File: src/rtl/decode_queue_stage_if.sv
// Fetch-side request and decoded-bundle signals of the decode queue stage.
// The slave modport is the stage itself; the master modport is the surrounding pipeline.
interface decode_queue_stage_if #(
    parameter int XLEN  = 32,
    parameter int DEPTH = 4
);
    localparam int CNT_W = $clog2(DEPTH) + 1;

    logic             flush;
    logic             in_valid;
    logic             in_ready;
    logic [31:0]      in_instr;
    logic [XLEN-1:0]  in_pc4;

    logic             out_valid;
    logic             out_ready;
    logic [XLEN-1:0]  out_pc4;
    logic [5:0]       opcode;
    logic [4:0]       rs;
    logic [4:0]       rt;
    logic [4:0]       rd;
    logic [4:0]       shamt;
    logic [5:0]       funct;
    logic [XLEN-1:0]  imm_ext;
    logic [25:0]      target;
    logic             reg_write;
    logic             mem_read;
    logic             mem_write;
    logic             branch;
    logic             jump;
    logic             alu_src;
    logic             mem_to_reg;
    logic             is_float;
    logic             reg_dst;
    logic             mfc1;
    logic             mtc1;
    logic [3:0]       alu_op;
    logic [1:0]       jump_src;
    logic             illegal;
    logic [CNT_W-1:0] count;

    modport slave (
        input  flush, in_valid, in_instr, in_pc4, out_ready,
        output in_ready, out_valid, out_pc4, opcode, rs, rt, rd, shamt, funct,
               imm_ext, target, reg_write, mem_read, mem_write, branch, jump,
               alu_src, mem_to_reg, is_float, reg_dst, mfc1, mtc1, alu_op,
               jump_src, illegal, count
    );

    modport master (
        output flush, in_valid, in_instr, in_pc4, out_ready,
        input  in_ready, out_valid, out_pc4, opcode, rs, rt, rd, shamt, funct,
               imm_ext, target, reg_write, mem_read, mem_write, branch, jump,
               alu_src, mem_to_reg, is_float, reg_dst, mfc1, mtc1, alu_op,
               jump_src, illegal, count
    );
endinterface

File: src/rtl/decode_queue_stage.sv
// Decode stage: DEPTH-entry instruction FIFO whose head is decoded combinationally
// and captured into a registered output bundle under a valid/ready handshake.
module decode_queue_stage #(
    parameter int XLEN  = 32,
    parameter int DEPTH = 4
) (
    input logic                 clk,
    input logic                 rst,
    decode_queue_stage_if.slave bus
);
    localparam int PTR_W = $clog2(DEPTH);
    localparam int CNT_W = PTR_W + 1;

    typedef struct packed {
        logic [XLEN-1:0] pc4;
        logic [5:0]      opcode;
        logic [4:0]      rs;
        logic [4:0]      rt;
        logic [4:0]      rd;
        logic [4:0]      shamt;
        logic [5:0]      funct;
        logic [XLEN-1:0] imm_ext;
        logic [25:0]     target;
        logic            reg_write;
        logic            mem_read;
        logic            mem_write;
        logic            branch;
        logic            jump;
        logic            alu_src;
        logic            mem_to_reg;
        logic            is_float;
        logic            reg_dst;
        logic            mfc1;
        logic            mtc1;
        logic [3:0]      alu_op;
        logic [1:0]      jump_src;
        logic            illegal;
    } bundle_t;

    logic [31:0]      instr_mem [DEPTH];
    logic [XLEN-1:0]  pc4_mem   [DEPTH];
    logic [PTR_W-1:0] wr_ptr;
    logic [PTR_W-1:0] rd_ptr;
    logic [CNT_W-1:0] count_q;
    logic             out_valid_q;
    bundle_t          out_q;
    bundle_t          dec;
    logic             push;
    logic             pop;
    logic [31:0]      head_instr;
    logic [XLEN-1:0]  imm_se;
    logic [XLEN-1:0]  imm_ze;
    logic [XLEN-1:0]  imm_lui;

    // A full queue never bypasses: a slot must be freed by a pop first.
    assign bus.in_ready = (count_q < CNT_W'(DEPTH));
    assign push         = bus.in_valid & bus.in_ready;
    assign pop          = (count_q != '0) & (~out_valid_q | bus.out_ready);

    assign head_instr = instr_mem[rd_ptr];
    assign imm_se     = XLEN'($signed(head_instr[15:0]));
    assign imm_ze     = XLEN'(head_instr[15:0]);
    assign imm_lui    = XLEN'($signed({head_instr[15:0], 16'h0000}));

    always_ff @(posedge clk) begin
        if (push && !bus.flush) begin
            instr_mem[wr_ptr] <= bus.in_instr;
            pc4_mem[wr_ptr]   <= bus.in_pc4;
        end
    end

    always_comb begin
        dec         = '0;
        dec.pc4     = pc4_mem[rd_ptr];
        dec.opcode  = head_instr[31:26];
        dec.rs      = head_instr[25:21];
        dec.rt      = head_instr[20:16];
        dec.rd      = head_instr[15:11];
        dec.shamt   = head_instr[10:6];
        dec.funct   = head_instr[5:0];
        dec.target  = head_instr[25:0];
        dec.imm_ext = imm_se;
        case (head_instr[31:26])
            6'b000000: begin
                dec.reg_write = 1'b1;
                dec.reg_dst   = 1'b1;
                case (head_instr[5:0])
                    6'b100000, 6'b100001: dec.alu_op = 4'b0001;
                    6'b100010, 6'b100011: dec.alu_op = 4'b0010;
                    6'b111100:            dec.alu_op = 4'b0011;
                    6'b111101:            dec.alu_op = 4'b0100;
                    6'b011000:            dec.alu_op = 4'b0101;
                    6'b100100:            dec.alu_op = 4'b0110;
                    6'b100101:            dec.alu_op = 4'b0111;
                    6'b100111:            dec.alu_op = 4'b1000;
                    6'b100110:            dec.alu_op = 4'b1001;
                    6'b101010:            dec.alu_op = 4'b1010;
                    6'b101011:            dec.alu_op = 4'b1011;
                    6'b000000, 6'b000100: dec.alu_op = 4'b1110;
                    6'b000010, 6'b000011: dec.alu_op = 4'b1111;
                    6'b001000: begin
                        dec.jump      = 1'b1;
                        dec.jump_src  = 2'b10;
                        dec.reg_write = 1'b0;
                    end
                    default: begin
                        dec.reg_write = 1'b0;
                        dec.reg_dst   = 1'b0;
                        dec.illegal   = 1'b1;
                    end
                endcase
            end
            6'b001000, 6'b001001: begin
                dec.alu_src   = 1'b1;
                dec.reg_write = 1'b1;
                dec.alu_op    = 4'b0001;
            end
            6'b001100, 6'b001101, 6'b001110: begin
                dec.alu_src   = 1'b1;
                dec.reg_write = 1'b1;
                dec.imm_ext   = imm_ze;
                dec.alu_op    = (head_instr[27:26] == 2'b00) ? 4'b0110 :
                                (head_instr[27:26] == 2'b01) ? 4'b0111 : 4'b1001;
            end
            6'b001111: begin
                dec.alu_src   = 1'b1;
                dec.reg_write = 1'b1;
                dec.alu_op    = 4'b1100;
                dec.imm_ext   = imm_lui;
            end
            6'b100000: begin
                dec.alu_src    = 1'b1;
                dec.reg_write  = 1'b1;
                dec.mem_read   = 1'b1;
                dec.mem_to_reg = 1'b1;
                dec.alu_op     = 4'b0001;
            end
            6'b101000: begin
                dec.alu_src   = 1'b1;
                dec.mem_write = 1'b1;
                dec.alu_op    = 4'b0001;
            end
            6'b000100, 6'b000101, 6'b000110, 6'b000111, 6'b001010, 6'b001011: begin
                dec.branch = 1'b1;
            end
            6'b000010, 6'b000011: begin
                dec.jump      = 1'b1;
                dec.jump_src  = 2'b01;
                dec.reg_write = head_instr[26];
            end
            default: begin
                // Each of the eight opcodes 110xxx is one float operation, selected by opcode[2:0].
                if (head_instr[31:29] == 3'b110) begin
                    dec.is_float = 1'b1;
                    case (head_instr[28:26])
                        3'b000: begin dec.alu_op = 4'b0001; dec.reg_write = 1'b1; end
                        3'b001: begin dec.alu_op = 4'b0010; dec.reg_write = 1'b1; end
                        3'b010: begin dec.alu_op = 4'b0110; dec.reg_write = 1'b1; end
                        3'b011: dec.alu_op = 4'b0011;
                        3'b100: dec.alu_op = 4'b0100;
                        3'b101: dec.alu_op = 4'b0101;
                        3'b110: begin dec.reg_write = 1'b1; dec.mfc1 = 1'b1; end
                        3'b111: dec.mtc1 = 1'b1;
                    endcase
                end else begin
                    dec.illegal = 1'b1;
                end
            end
        endcase
    end

    // Flush drops both the queue and the output register, discarding any same-cycle push/pop.
    always_ff @(posedge clk or posedge rst) begin
        if (rst) begin
            wr_ptr      <= '0;
            rd_ptr      <= '0;
            count_q     <= '0;
            out_valid_q <= 1'b0;
            out_q       <= '0;
        end else if (bus.flush) begin
            wr_ptr      <= '0;
            rd_ptr      <= '0;
            count_q     <= '0;
            out_valid_q <= 1'b0;
            out_q       <= '0;
        end else begin
            if (push) wr_ptr <= wr_ptr + PTR_W'(1);
            if (pop)  rd_ptr <= rd_ptr + PTR_W'(1);
            count_q <= count_q + CNT_W'(push) - CNT_W'(pop);
            if (pop) begin
                out_q       <= dec;
                out_valid_q <= 1'b1;
            end else if (bus.out_ready) begin
                out_valid_q <= 1'b0;
            end
        end
    end

    assign bus.count      = count_q;
    assign bus.out_valid  = out_valid_q;
    assign bus.out_pc4    = out_q.pc4;
    assign bus.opcode     = out_q.opcode;
    assign bus.rs         = out_q.rs;
    assign bus.rt         = out_q.rt;
    assign bus.rd         = out_q.rd;
    assign bus.shamt      = out_q.shamt;
    assign bus.funct      = out_q.funct;
    assign bus.imm_ext    = out_q.imm_ext;
    assign bus.target     = out_q.target;
    assign bus.reg_write  = out_q.reg_write;
    assign bus.mem_read   = out_q.mem_read;
    assign bus.mem_write  = out_q.mem_write;
    assign bus.branch     = out_q.branch;
    assign bus.jump       = out_q.jump;
    assign bus.alu_src    = out_q.alu_src;
    assign bus.mem_to_reg = out_q.mem_to_reg;
    assign bus.is_float   = out_q.is_float;
    assign bus.reg_dst    = out_q.reg_dst;
    assign bus.mfc1       = out_q.mfc1;
    assign bus.mtc1       = out_q.mtc1;
    assign bus.alu_op     = out_q.alu_op;
    assign bus.jump_src   = out_q.jump_src;
    assign bus.illegal    = out_q.illegal;
endmodule
File: src/flat_wrapper.sv
// flat-port wrapper written by rule: the top's interface ports become plain ports
module decode_queue_stage_flat 
#(
    parameter int XLEN  = 32,
    parameter int DEPTH = 4
)
  (clk, rst, bus_flush, bus_in_valid, bus_in_instr, bus_in_pc4, bus_out_ready, bus_in_ready, bus_out_valid, bus_out_pc4, bus_opcode, bus_rs, bus_rt, bus_rd, bus_shamt, bus_funct, bus_imm_ext, bus_target, bus_reg_write, bus_mem_read, bus_mem_write, bus_branch, bus_jump, bus_alu_src, bus_mem_to_reg, bus_is_float, bus_reg_dst, bus_mfc1, bus_mtc1, bus_alu_op, bus_jump_src, bus_illegal, bus_count);
  decode_queue_stage_if #(.XLEN(XLEN), .DEPTH(DEPTH)) bus_i ();
  input logic clk;
  input logic rst;
  input wire logic [$bits(bus_i.flush)-1:0] bus_flush;
  input wire logic [$bits(bus_i.in_valid)-1:0] bus_in_valid;
  input wire logic [$bits(bus_i.in_instr)-1:0] bus_in_instr;
  input wire logic [$bits(bus_i.in_pc4)-1:0] bus_in_pc4;
  input wire logic [$bits(bus_i.out_ready)-1:0] bus_out_ready;
  output wire logic [$bits(bus_i.in_ready)-1:0] bus_in_ready;
  output wire logic [$bits(bus_i.out_valid)-1:0] bus_out_valid;
  output wire logic [$bits(bus_i.out_pc4)-1:0] bus_out_pc4;
  output wire logic [$bits(bus_i.opcode)-1:0] bus_opcode;
  output wire logic [$bits(bus_i.rs)-1:0] bus_rs;
  output wire logic [$bits(bus_i.rt)-1:0] bus_rt;
  output wire logic [$bits(bus_i.rd)-1:0] bus_rd;
  output wire logic [$bits(bus_i.shamt)-1:0] bus_shamt;
  output wire logic [$bits(bus_i.funct)-1:0] bus_funct;
  output wire logic [$bits(bus_i.imm_ext)-1:0] bus_imm_ext;
  output wire logic [$bits(bus_i.target)-1:0] bus_target;
  output wire logic [$bits(bus_i.reg_write)-1:0] bus_reg_write;
  output wire logic [$bits(bus_i.mem_read)-1:0] bus_mem_read;
  output wire logic [$bits(bus_i.mem_write)-1:0] bus_mem_write;
  output wire logic [$bits(bus_i.branch)-1:0] bus_branch;
  output wire logic [$bits(bus_i.jump)-1:0] bus_jump;
  output wire logic [$bits(bus_i.alu_src)-1:0] bus_alu_src;
  output wire logic [$bits(bus_i.mem_to_reg)-1:0] bus_mem_to_reg;
  output wire logic [$bits(bus_i.is_float)-1:0] bus_is_float;
  output wire logic [$bits(bus_i.reg_dst)-1:0] bus_reg_dst;
  output wire logic [$bits(bus_i.mfc1)-1:0] bus_mfc1;
  output wire logic [$bits(bus_i.mtc1)-1:0] bus_mtc1;
  output wire logic [$bits(bus_i.alu_op)-1:0] bus_alu_op;
  output wire logic [$bits(bus_i.jump_src)-1:0] bus_jump_src;
  output wire logic [$bits(bus_i.illegal)-1:0] bus_illegal;
  output wire logic [$bits(bus_i.count)-1:0] bus_count;
  assign bus_i.flush = bus_flush;
  assign bus_i.in_valid = bus_in_valid;
  assign bus_i.in_instr = bus_in_instr;
  assign bus_i.in_pc4 = bus_in_pc4;
  assign bus_i.out_ready = bus_out_ready;
  assign bus_in_ready = bus_i.in_ready;
  assign bus_out_valid = bus_i.out_valid;
  assign bus_out_pc4 = bus_i.out_pc4;
  assign bus_opcode = bus_i.opcode;
  assign bus_rs = bus_i.rs;
  assign bus_rt = bus_i.rt;
  assign bus_rd = bus_i.rd;
  assign bus_shamt = bus_i.shamt;
  assign bus_funct = bus_i.funct;
  assign bus_imm_ext = bus_i.imm_ext;
  assign bus_target = bus_i.target;
  assign bus_reg_write = bus_i.reg_write;
  assign bus_mem_read = bus_i.mem_read;
  assign bus_mem_write = bus_i.mem_write;
  assign bus_branch = bus_i.branch;
  assign bus_jump = bus_i.jump;
  assign bus_alu_src = bus_i.alu_src;
  assign bus_mem_to_reg = bus_i.mem_to_reg;
  assign bus_is_float = bus_i.is_float;
  assign bus_reg_dst = bus_i.reg_dst;
  assign bus_mfc1 = bus_i.mfc1;
  assign bus_mtc1 = bus_i.mtc1;
  assign bus_alu_op = bus_i.alu_op;
  assign bus_jump_src = bus_i.jump_src;
  assign bus_illegal = bus_i.illegal;
  assign bus_count = bus_i.count;
  decode_queue_stage #(.XLEN(XLEN), .DEPTH(DEPTH)) u_core (.clk(clk), .rst(rst), .bus(bus_i));
endmodule
File: config.mk
export PLATFORM = sky130hd
export DESIGN_NAME = decode_queue_stage_flat
export DESIGN_NICKNAME = d
export VERILOG_FILES = /design/src/rtl/decode_queue_stage_if.sv /design/src/rtl/decode_queue_stage.sv /design/src/flat_wrapper.sv
export SDC_FILE = /design/constraint.sdc
export NUM_CORES = 1
export LEC_CHECK = 0
export BUFFER_PORTS_ARGS = -buffer_cell sky130_fd_sc_hd__clkbuf_2
export CAP_MARGIN = 20
export CORE_UTILIZATION = 39
export DETAILED_ROUTE_END_ITERATION = 7
export SLEW_MARGIN = 20
export SYNTH_ARGS = -nofsm -noshare
export SYNTH_HDL_FRONTEND = slang
export SYNTH_SLANG_ARGS = --single-unit
File: constraint.sdc
create_clock -name clk -period 5.1 [get_ports clk]
set_clock_uncertainty 0.15 [all_clocks]
set_input_delay 0.765 -clock clk [delete_from_list [all_inputs] [get_ports clk]]
set_output_delay 0.765 -clock clk [all_outputs]
set_load 0.05 [all_outputs]
==> flow_summary_export.csv <==
group,metric,value,unit
sta,max_slew_margin,0.288,
synthesis,ys_seq_elements,377,
sta,setup_viol,0,
run,drv_cap,0,
cells_and_area,nNetsFinal,1235,
power_and_ir_drop,p_leak,6.82,nW
floorplanning,core_area,37800,µm²
power_and_ir_drop,p_per_area,630,nW/µm²
sta,hold_viol,0,
synthesis,synthArstFlopShare,0.321,
sta,post-route-period-util,0.741,
clock_network,numCtsBuffers,41,
drt,routed_wl,35.1,mm
worst_hold_path,hold_class,"in -> async",
floorplanning,dieArea,39300,µm²
setup_path,crit_chain,"mux4_1 -> nor2_2 -> nand3_2 -> and2_1 -> o21ai_1 -> o21ai_0",
grt,grt_pass1_wl,53.9,mm
drt,drc,0,
grt,grt_overflow,0,
drt,firstDrtPassIters,4,
synthesis,syn-cell-area,15000,µm²
synthesis,yosys-top-cells-area,"edfxtp_1, dfrtp_1, mux4_2",
cells_and_area,n_fill_cell,3372,
clock_network,cts_buffer_depth,3,
synthesis,ys_seq_area_frac,0.714,
placement,portBuffers,213,
setup_path,critPathBufInv,0,
setup_path,critPathKind,"reg -> reg",
synthesis,ys_warn_count,0,
floorplanning,chipHeight,198,µm
clock_network,clkLatencyLatePin,0.56,ns
drt,via_count,8729,
grt,grt_antenna_before_repair,2,
sta,final_max_slew_viol_count,0,
synthesis,yosysTopAreaCell,"edfxtp_1",
clock_network,cts_resized,0,
sta,rsz0062_at_grt,"no",
clock_network,cts_root_buf,"clkbuf_16",
clock_network,cts_setup_buffers,0,
synthesis,netlist.area_leader.share,0.512,
clock_network,clk_pin_slew,0.06,ns
drt,via_per_inst,5.12,
clock_network,cts_htree_levels,2,
setup_path,crit_fanout,40,
synthesis,synth_edf_count,256,
power_and_ir_drop,ir_drop,0.426,mV
drt,wl_per_cell,20.6,µm
sta,fmax,0.265,GHz
sta,tns,0,ns
grt,grt_max_degree,80,
drt,drt_iter0_markers,490,
power_and_ir_drop,total_power,11.2,mW
placement,place.gp.congestion,0.784,
drt,postRouteAntennaNets,0,
sta,worstMarginPinSlew,1.06,ns
setup_path,cp_data_required_time,5.34,ns
synthesis,syn_nets,1053,
setup_path,cpLargestDelayFamily,"simple AND/OR/NAND/NOR gates",
setup_path,slowest_delay,0.88,ns
floorplanning,fp.dieW,198,µm
setup_path,crit_slowest_cell,"dfrtp_4",
clock_network,cts_tree,"done",
sta,finalCriticalPeriod,3.78,ns
synthesis,synthCells,977,
cells_and_area,drive_above_1_share,0.318,
floorplanning,core.rowCount,71,
setup_path,cp-end-kind,"flip-flop",
cells_and_area,area_growth,18.1,%
synthesis,synth_flop_cell,"edfxtp_1",
grt,grt_usage,0.184,
clock_network,hold_buffers,0,
floorplanning,pin_count,214,
clock_network,cts.sinks,377,
synthesis,synth_area_per_cell,15.4,µm²
setup_path,cp-start-kind,"flip-flop",
floorplanning,start_util,0.397,
setup_path,cp.arrival,4.01,ns
grt,grt_pass1_vias,8958,
status,status,"finished clean",
placement,dp_hpwl,20.4,mm
synthesis,yosysUniqueCellTypes,66,
==> cell usage in the layout, fill, tap and decap left out, types with 4 or more instances in the layout <==
master,Yosys,final
ha_1,6,6
and2_4,1,5
edfxtp_1,256,256
inv_1,12,11
clkinv_2,0,10
nand2b_1,7,7
buf_4,27,12
bufinv_16,0,4
nor3_2,4,4
clkbuf_2,0,212
clkbuf_1,31,7
dfrtp_1,121,119
o21ai_0,20,20
a21oi_1,79,79
a22oi_1,4,4
clkinv_1,0,7
xnor2_1,5,5
nand2_1,172,172
nand3_1,6,6
nor2_1,35,34
clkbuf_16,0,43
o21ai_1,6,6
nor3_1,4,4
a22o_1,16,16
nor2b_1,11,11
mux4_2,63,63
==> synth_stat cells (all sizes together), types with 2 or more instances <==
cell type,n
mux4,64
dfrtp,121
o21ai,27
a2bb2oi,3
and2,8
a31oi,3
xnor2,5
nand4,2
clkbuf,31
a22oi,4
ha,6
edfxtp,256
nand2,173
xor2,3
a21boi,2
o21a,2
nor2b,11
inv,13
o221ai,2
or3,2
a21oi,79
nand3,7
or3b,2
a211oi,2
or2,2
nor2,37
nand2b,7
nor3,8
o22ai,4
a22o,16
mux2i,2
buf,55
and3,3
==> per-layer routing <==
metal,wire (µm),up-vias,global-route usage
met2,16900,238,0.302
met3,1900,47,0.0395
met5,27,-,0
li1,-,3971,-
met1,15600,4469,0.243
met4,641,4,0.0589
==> state kept, by name, summed over array words and instances (netlist names), 5 cells and up <==
name and cells:
u_core.bus.opcode 6, u_core.bus.imm_ext 32, u_core.bus.out_pc4 32, u_core.bus.funct 5
u_core.instr_mem 128, u_core.bus.target 5, u_core.pc4_mem 128
==> path summary, 6_finish.rpt <==
path                                              from                       to  slack, ns  depth (start not counted)
min in group clk                      bus_in_instr[25]  u_core.instr_mem[0][25]       0.28                          1
worst max-delay path                  u_core.rd_ptr[1]   u_core.bus.imm_ext[29]       1.32                          6
max in group asynchronous                          rst     u_core.bus.alu_op[2]       3.46                          3
worst min register to register  u_core.bus.imm_ext[20]   u_core.bus.imm_ext[20]       0.33                          2
worst min-delay path                               rst    u_core.bus.out_pc4[8]       0.24                          2
worst max register to register        u_core.rd_ptr[1]   u_core.bus.imm_ext[29]       1.32                          6
==> through the flow <==
stage / hold slack, ns / cell area (µm²) / std cells / setup WS, ns / utilization
floorplan: 0.412 / 15000 / 977 / 0.971 / -
global placement: 0.315 / 16400 / 1626 / 1.38 / 0.433
detailed placement: 0.322 / 16400 / 1626 / 1.33 / 0.433
CTS: 0.236 / 17700 / 1702 / 1.30 / 0.469
global route: 0.257 / 17700 / 1703 / 0.996 / 0.469
finish: 0.242 / 17700 / 1704 / 1.32 / 0.469
==> worst register-to-register path, cell delays in order (launching register included) <==
cell and delay (ns):
dfrtp_4 0.88, mux4_1 0.61, nor2_2 0.29, nand3_2 0.40
and2_1 0.29, o21ai_1 0.76, o21ai_0 0.23
==> final cells by class <==
cell class	count	area, µm²	share of cell area
sequential	377	10700	0.605
multi-input combinational	501	3780	0.213
timing repair buffer	225	1170	0.0661
clock buffer	52	1130	0.0637
tap	511	639	0.0361
clock inverter	24	223	0.0126
inverter	13	55.1	0.00311
antenna	1	2.50	0.000141
==> power breakdown <==
group          internal, mW  total, mW  leakage [nW]  switching (mW)
Clock                  1.77       2.97         0.660            1.20
Sequential             3.74       4.09          3.94           0.354
Combinational          1.11       4.10          2.22            2.99
Total                  6.62       11.2          6.82            4.54
==> cell families after synthesis <==
group	Yosys count	share of synthesized area
flip-flops	377	0.714
AND/OR/NAND/NOR	266	0.0783
AO/OA/AOI/OAI	153	0.0630
buffers and inverters	99	0.0353
multiplexers	67	0.0984
XOR/XNOR	8	0.00467
adder cells (fa/ha/maj)	7	0.00634
Power figures use the tool's default switching activity.
